## config.mk

```make
export PLATFORM = sky130hd
export DESIGN_NAME = stream_fb_writer
export DESIGN_NICKNAME = d
export VERILOG_FILES = /design/src/rtl/video_pkg.sv /design/src/rtl/fb_addr_cnt.sv /design/src/rtl/stream_fb_writer.sv
export SDC_FILE = /design/constraint.sdc
export NUM_CORES = 1
export LEC_CHECK = 0
export ABC_CLOCK_PERIOD_IN_PS = 3320
export CORE_UTILIZATION = 49
export CTS_CLUSTER_SIZE = 24
export DETAILED_ROUTE_END_ITERATION = 16
export PLACE_DENSITY = 0.85
export SYNTH_ARGS = -nofsm -noshare
export SYNTH_HDL_FRONTEND = slang
export SYNTH_HIERARCHICAL = 1
export SYNTH_SLANG_ARGS = --single-unit
```

## constraint.sdc

```tcl
create_clock -name sys_clk -period 3.32 [get_ports sys_clk]
set_clock_uncertainty 0.05 [all_clocks]
set_input_delay 0.498 -clock sys_clk [delete_from_list [all_inputs] [get_ports sys_clk]]
set_output_delay 0.498 -clock sys_clk [all_outputs]
set_load 0.03 [all_outputs]
```

## src/rtl/video_pkg.sv

```systemverilog
// Shared types and constants for the stream-to-framebuffer writer.
package video_pkg;

    typedef enum logic [1:0] {
        IDLE,
        WRITE,
        RETRY
    } wr_state_e;

    localparam logic [2:0] WSHB_CTI_CLASSIC = 3'b000;
    localparam logic [1:0] WSHB_BTE_LINEAR  = 2'b00;

    function automatic int frame_words(input int hdisp, input int vdisp);
        return hdisp * vdisp;
    endfunction

endpackage

```

## src/rtl/fb_addr_cnt.sv

```systemverilog
// Wrapping pixel index counter: clears on start-of-frame, advances per completed
// write and flags the last pixel of the frame.
module fb_addr_cnt
    import video_pkg::*;
#(
    parameter int HDISP = 800,
    parameter int VDISP = 480,
    localparam int FRAME = frame_words(HDISP, VDISP),
    localparam int IDX_W = (FRAME > 1) ? $clog2(FRAME) : 1
) (
    input  logic             clk,
    input  logic             srst,
    input  logic             clr,
    input  logic             inc,
    output logic [IDX_W-1:0] idx,
    output logic             last
);

    localparam logic [IDX_W-1:0] LAST_IDX = IDX_W'(FRAME - 1);

    logic [IDX_W-1:0] idx_q;
    logic [IDX_W-1:0] idx_d;

    assign last = (idx_q == LAST_IDX);
    assign idx  = idx_q;

    always_comb begin
        idx_d = idx_q;
        if (clr) begin
            idx_d = '0;
        end else if (inc) begin
            idx_d = last ? '0 : idx_q + 1'b1;
        end
    end

    always_ff @(posedge clk) begin
        if (srst) begin
            idx_q <= '0;
        end else begin
            idx_q <= idx_d;
        end
    end

endmodule

```

## src/rtl/stream_fb_writer.sv

```systemverilog
// Wishbone master writing a valid/ready pixel stream into a linear framebuffer.
// Define FB_DOUBLE_BUFFER_EN to ping-pong between two framebuffers.
module stream_fb_writer
    import video_pkg::*;
#(
    parameter int          HDISP   = 800,
    parameter int          VDISP   = 480,
    parameter logic [31:0] FB_BASE = 32'h0000_0000
) (
    input  logic        sys_clk,
    input  logic        sys_rst,
    input  logic        pix_valid,
    output logic        pix_ready,
    input  logic [31:0] pix_data,
    input  logic        pix_sof,
    output logic        wshb_cyc,
    output logic        wshb_stb,
    output logic        wshb_we,
    output logic [31:0] wshb_adr,
    output logic [31:0] wshb_dat_ms,
    output logic [3:0]  wshb_sel,
    output logic [2:0]  wshb_cti,
    output logic [1:0]  wshb_bte,
    input  logic        wshb_ack,
    input  logic        wshb_err,
    input  logic        wshb_rty,
    output logic        frame_done,
    output logic [15:0] err_cnt,
    output logic        fb_sel
);

    localparam int FRAME = frame_words(HDISP, VDISP);
    localparam int IDX_W = (FRAME > 1) ? $clog2(FRAME) : 1;

    wr_state_e        state_q, state_d;
    logic             bus_q, bus_d;
    logic [31:0]      adr_q, adr_d;
    logic [31:0]      dat_q, dat_d;
    logic             done_q, done_d;
    logic [15:0]      err_cnt_q, err_cnt_d;
    logic             cnt_clr, cnt_inc;
    logic [IDX_W-1:0] pix_idx;
    logic [IDX_W-1:0] eff_idx;
    logic             pix_last;
    logic [31:0]      base;

    // While a write is outstanding the counter holds the index being written,
    // so its last flag directly qualifies frame completion.
    fb_addr_cnt #(
        .HDISP (HDISP),
        .VDISP (VDISP)
    ) u_cnt (
        .clk  (sys_clk),
        .srst (sys_rst),
        .clr  (cnt_clr),
        .inc  (cnt_inc),
        .idx  (pix_idx),
        .last (pix_last)
    );

`ifdef FB_DOUBLE_BUFFER_EN
    localparam logic [31:0] ALT_OFS = 32'(4 * FRAME);

    logic fb_sel_q, fb_sel_d;

    // Write into the buffer the reader is not showing.
    assign base   = fb_sel_q ? FB_BASE : FB_BASE + ALT_OFS;
    assign fb_sel = fb_sel_q;

    always_comb begin
        fb_sel_d = done_d ? ~fb_sel_q : fb_sel_q;
    end

    always_ff @(posedge sys_clk) begin
        if (sys_rst) begin
            fb_sel_q <= 1'b0;
        end else begin
            fb_sel_q <= fb_sel_d;
        end
    end
`else
    assign base   = FB_BASE;
    assign fb_sel = 1'b0;
`endif

    assign eff_idx = pix_sof ? '0 : pix_idx;

    always_comb begin
        state_d   = state_q;
        bus_d     = bus_q;
        adr_d     = adr_q;
        dat_d     = dat_q;
        done_d    = 1'b0;
        err_cnt_d = err_cnt_q;
        cnt_clr   = 1'b0;
        cnt_inc   = 1'b0;
        case (state_q)
            IDLE: begin
                if (pix_valid) begin
                    dat_d   = pix_data;
                    adr_d   = base + (32'(eff_idx) << 2);
                    cnt_clr = pix_sof;
                    bus_d   = 1'b1;
                    state_d = WRITE;
                end
            end
            WRITE: begin
                // An errored pixel is dropped but still consumes its index.
                if (wshb_err || wshb_ack) begin
                    bus_d   = 1'b0;
                    cnt_inc = 1'b1;
                    done_d  = pix_last;
                    state_d = IDLE;
                    if (wshb_err && err_cnt_q != 16'hFFFF) begin
                        err_cnt_d = err_cnt_q + 16'd1;
                    end
                end else if (wshb_rty) begin
                    bus_d   = 1'b0;
                    state_d = RETRY;
                end
            end
            RETRY: begin
                bus_d   = 1'b1;
                state_d = WRITE;
            end
            default: begin
                bus_d   = 1'b0;
                state_d = IDLE;
            end
        endcase
    end

    always_ff @(posedge sys_clk) begin
        if (sys_rst) begin
            state_q   <= IDLE;
            bus_q     <= 1'b0;
            adr_q     <= '0;
            dat_q     <= '0;
            done_q    <= 1'b0;
            err_cnt_q <= '0;
        end else begin
            state_q   <= state_d;
            bus_q     <= bus_d;
            adr_q     <= adr_d;
            dat_q     <= dat_d;
            done_q    <= done_d;
            err_cnt_q <= err_cnt_d;
        end
    end

    assign pix_ready   = (state_q == IDLE) && !sys_rst;
    assign wshb_cyc    = bus_q;
    assign wshb_stb    = bus_q;
    assign wshb_we     = bus_q;
    assign wshb_adr    = adr_q;
    assign wshb_dat_ms = dat_q;
    assign wshb_sel    = 4'hF;
    assign wshb_cti    = WSHB_CTI_CLASSIC;
    assign wshb_bte    = WSHB_BTE_LINEAR;
    assign frame_done  = done_q;
    assign err_cnt     = err_cnt_q;

endmodule

```

# --- After elaboration in Yosys (flattened, before gate mapping) ---
# Index checks and enable logic that the tools add are counted.
totals:
  regBits: 90
  input_bits: 39
  output_inout_bits: 95
  elab_cells: 41
classes:
  add_sub_neg: 2
  eq_ne: 6
  n_mux: 14
  n_bitwise: 2
  n_reduce_logical: 10
op_table:
  columns: ["operator", "count"]
  rows:
  - ["two-way mux 19 bit", 2]
  - ["adder 19 x 1 -> 19 bit, second input constant", 1]
  - ["equality test 19 bit, second input constant", 1]
  - ["adder 16 x 1 -> 16 bit, second input constant", 1]
  - ["inequality test 16 bit, second input constant", 1]
  - ["two-way mux 1 bit", 7]
  - ["two-way mux 2 bit", 3]
  - ["case mux 2 bit (3 select lines)", 1]
  - ["AND reduction 2 bit", 2]
  - ["inequality test 3 bit, second input constant", 1]
  - ["case mux 1 bit (3 select lines)", 1]
  - ["AND reduction 3 bit", 1]
  - ["OR reduction 3 bit", 1]
  - ["equality test 2 x 1 -> 1 bit, second input constant", 1]
  - ["equality test 2 bit, second input constant", 1]
  - ["logical AND 1 bit", 2]
  - ["zero test 2 bit", 1]
  - ["inequality test 2 bit, second input constant", 1]
  - ["NOT 1 bit", 2]
  - ["OR reduction 2 bit", 1]
  - ["zero test 1 bit", 1]
  - ["logical OR 1 bit", 1]

# --- Depth between registers and ports, before layout ---
depth:
  ltp_word: 3
  mapped_depth: 7
  mapped_depth_nobuf: 6

# --- Cells and area by module ---
# The synthesis kept the hierarchy.
by_module_without_submodules:
  columns: ["mod", "instances", "cells_per_inst", "area_each_um2", "seq_area_each_um2"]
  rows:
  - ["stream_fb_writer", 1, 369, 3019.1, 1401.3]
  - ["fb_addr_cnt", 1, 104, 937.1, 380.4]

# --- Worst setup path before layout ---
# Ideal clock, no wire load.
synth_path:
  path_kind: "register -> register"
  start: "register state_q[0]"
  end: "register u_cnt.idx_q[15] (netlist: u_cnt/idx[15])"
  setup_time_ps: 70
  arrival_time_ps: 1986
  required_ps: 3200
  setup_slack_ps: 1214
  stages_incl_launch_ff: 8
  path_buffers: 1
  synth_period_minus_slack_ps: 2106
  path_cell_list: "dfxtp_1 > nand2b_1 > nor2_1 > clkbuf_2 > and4_1 > nand3_1 > or4_1 > a21oi_1"
synth_via:
  word_cells_on_any_way: 5
  classes_between: "1 x eq/ne; 2 x mux; 2 x reduce/logical"
synth_rtl:
  columns: ["element", "line", "source"]
  rows:
  - ["start, declared", "stream_fb_writer.sv:35", "wr_state_e state_q, state_d;"]
  - ["start signal, assigned", "stream_fb_writer.sv:142", "state_q <= state_d;"]
  - ["equality test 2 x 1 -> 1 bit", "stream_fb_writer.sv:97", "case (state_q)"]
  - ["two-way mux 1 bit", "stream_fb_writer.sv:97", null]
  - ["via cnt_inc", "stream_fb_writer.sv:41", "logic cnt_clr, cnt_inc;"]
  - ["end signal, assigned", "fb_addr_cnt.sv:40", "idx_q <= idx_d;"]
  - ["end, declared", "fb_addr_cnt.sv:21", "logic [IDX_W-1:0] idx_q;"]
# The timed path passes the listed nets, and every way through them passes these cells.
# A chain may end at the register's enable or synchronous reset.

# --- Final worst setup path ---
layout_path:
  start: "input port wshb_err"
  end: "register u_cnt.idx_q[18] (netlist: u_cnt/idx[18])"
layout_via:
  elab_chain_cells: 3
layout_lines:
  columns: ["element", "line", "source"]
  rows:
  - ["start, declared", "stream_fb_writer.sv:25", "input logic wshb_err,"]
  - ["logical OR 1 bit", "stream_fb_writer.sv:109", "if (wshb_err || wshb_ack) begin"]
  - ["two-way mux 1 bit", "stream_fb_writer.sv:109", null]
  - ["two-way mux 1 bit", "stream_fb_writer.sv:97", null]
  - ["via cnt_inc", "stream_fb_writer.sv:41", null]
# The timed path passes the listed nets, and every way through them passes these cells.

==> flow_metrics.py <==
metrics = {
    "status": {
        "status": "finished clean",
    },
    "synthesis": {
        "synth_edf_count": 0,
        "synth_commonest_cells": "97 x nand2_1, 89 x dfxtp_1, 69 x a21oi_1",
        "yosysTopAreaCellShare": 0.4503,
        "synth.distinct_cells": 47,
        "avgSynthCellArea_um2": 8.364,
        "synthArstFlopShare": 0,
        "ys_seq_elements": 89,
        "synth_area_leader_cell": "dfxtp_1",
        "ys_seq_area_frac": 0.4503,
        "syn_inst": 473,
        "synth_area_leaders": "dfxtp_1 45%, nand2_1 9.2%, a21oi_1 8.7%",
        "synth-main-ff-cell": "dfxtp_1",
        "yosysWarnings": 6,
        "synth_area_um2": 3956,
        "synth.most_common_cell": "nand2_1",
    },
    "drt": {
        "dr.first_iter.drc_count": 149,
        "route.detailed.drc": 0,
        "wl_um": 9660,
        "firstDrtPassIters": 4,
        "avgViaCountPerCell": 5.409,
        "detail_route.wl_per_cell_um": 14.25,
        "vias": 3667,
        "antenna_left": 0,
    },
    "grt": {
        "overflow": 0,
        "first_global_vias": 3426,
        "grt_usage": 0.2278,
        "grt_pass1_wl_um": 15630,
        "antenna_found_initial": 0,
        "grt_max_degree": 78,
    },
    "timing": {
        "fin_crit_sh": 0.6771,
        "max_freq_mhz": 444.8,
        "hold_viol": 0,
        "final_max_slew_viol_count": 0,
        "hold_slack_ns": 0.4041,
        "slew_headroom": 0.3680,
        "tightest_slew_ns": 0.9402,
        "finalWorstPathRequiredPeriod_ns": 2.248,
        "fin_setup_tns_ns": 0,
        "setup_viol": 0,
        "grt_setup_unrepaired": "no",
    },
    "placement": {
        "gp_congestion": 0.8374,
        "dpl.hpwl_um": 6729,
        "io_buffers": 110,
    },
    "setup_path": {
        "cp_slowest_stage_delay_ns": 0.53,
        "r2r_setup_slack_ns": 1.12,
        "path_class": "in2reg",
        "cp-start-kind": "primary input",
        "endpoint_kind": "flop",
        "slowest_stage": "or4_1",
        "cp.arrival_ns": 2.48,
        "cp.required_ns": 3.55,
        "critPathMaxFanout": 8,
        "critical-path-top-delay-family": "simple AND/OR/NAND/NOR gates",
        "crit_path_frequent_cell": "nor2_1",
        "crit_chain": "clkdlybuf4s50_1 > nor2_1 > nor2_1 > buf_4 > and3_1 > nand3_1 > or4_1 > a21oi_1",
        "critPathBufInv": 2,
    },
    "pwr": {
        "p_leak_nw": 1.750,
        "vdd_drop_max_v": 0.0002384,
        "power_density_nw_per_um2": 407.6,
        "p_total_mw": 2.111,
    },
    "worst_hold_path": {
        "hold_path_class": "reg2reg",
    },
    "die": {
        "boundaryPins": 134,
        "core_um2": 7767,
        "die_h_um": 91.86,
        "num_rows": 32,
        "start_util": 0.5093,
        "die-area_um2": 8437,
        "die_x_um": 91.86,
    },
    "finish": {
        "diodes": 0,
        "multi_input_area_um2": 1929,
        "nFillCells": 625,
        "layout-drive-gt1-share": 0.06597,
        "nets": 612,
        "seqCellArea_um2": 1782,
        "syn2layout_area_growth_pct": 30.93,
    },
    "clock_tree": {
        "cts_buffer_depth": 2,
        "htreeDepth": 3,
        "cts_setup_buffers": 0,
        "post_cts_resized": 0,
        "root_buffer": "clkbuf_8",
        "clk_latency_ns": 0.35,
        "cts_hold_buf": 0,
        "cts_tree": "yes",
        "cts.reportedPaths.clkPinSlew_ns": 0.08,
        "numCtsBuffers": 9,
        "cts.sink_count": 89,
    },
    "job": {
        "cap_violations": 0,
    },
}
layout by cell type, fill, tap and decap left out, types with 3 or more instances in the layout:
cell / count
a21oi_1: 69
and3_1: 5
buf_4: 5
clkbuf_8: 11
clkdlybuf4s50_1: 109
conb_1: 23
dfxtp_1: 89
inv_1: 5
mux2_2: 3
nand2_1: 97
nand2b_1: 4
nand3_1: 12
nand3b_1: 20
nand4_1: 9
nor2_1: 22
nor2b_1: 4
nor3_1: 7
nor4_1: 4
nor4b_1: 3
o21ai_0: 5
o31ai_1: 13
or3_1: 4
or4_1: 11
xnor2_1: 6
xor2_1: 6
power breakdown:
group / switching [mW] / leakage, nW / internal (mW)
registers: 0.0162 / 0.722 / 1.09
clock network: 0.388 / 0.0924 / 0.317
logic: 0.183 / 0.935 / 0.114
total: 0.587 / 1.75 / 1.52
tightest hold or removal path, delay by kind of cell (launching register included):
family | cells | cell delay [ns]
and+or+nand+nor | 1 | 0.05
AOI/OAI and AO/OA | 1 | 0.05
DFF | 1 | 0.32
per-layer routing:
layer	track usage	wire, um
met1	0.2717	4162
met2	0.4017	4823
met3	0.04146	462
met4	0.09245	212
met5	0	0
flip-flops by register name, indices dropped and copies added (netlist names):
signal,flops
wshb_adr,19
wshb_dat_ms,32
state_q,2
frame_done,1
u_cnt/idx,19
err_cnt,16
cell type report:
type	instances	share of cell area
clock buffers	11	0.02923
flip-flops and latches	89	0.3440
clock inverters	5	0.007246
repair buffers	115	0.2188
multi-input cells	351	0.3725
inverters	5	0.003623
well taps	102	0.02464
metrics by stage:
step	setup WS (ns)	cell area (um^2)	std cells	utilization
floorplan	1.214	4035	494	-
global placement	0.8394	4991	662	0.6426
detailed placement	0.7259	4991	662	0.6426
CTS	1.088	5180	678	0.6669
global route	0.9292	5180	678	0.6669
finish	1.072	5180	678	0.6669
logic make-up (layout without fill, tap and decap cells):
family / count (synthesis) / count (layout) / share of synthesized area
XOR/XNOR: 12 / 12 / 0.02657
flip-flops: 89 / 89 / 0.4503
AO/OA/AOI/OAI: 93 / 93 / 0.1338
buffers and inverters: 54 / 136 / 0.08190
AND/OR/NAND/NOR: 217 / 217 / 0.2881
adder cells (fa/ha/maj): 2 / 2 / 0.006324
multiplexers: 4 / 4 / 0.01107
other: 2 / 23 / 0.001898
path summary, 6_finish.rpt:
check,start,cells after the start,endpoint
worst max register to register,state_q[0],7,u_cnt/idx[18]
worst min-delay path,wshb_adr[12],2,wshb_adr[12]
worst min register to register,wshb_adr[12],2,wshb_adr[12]
worst max-delay path,wshb_err,8,u_cnt/idx[18]
Power figures use the tool's default switching activity.
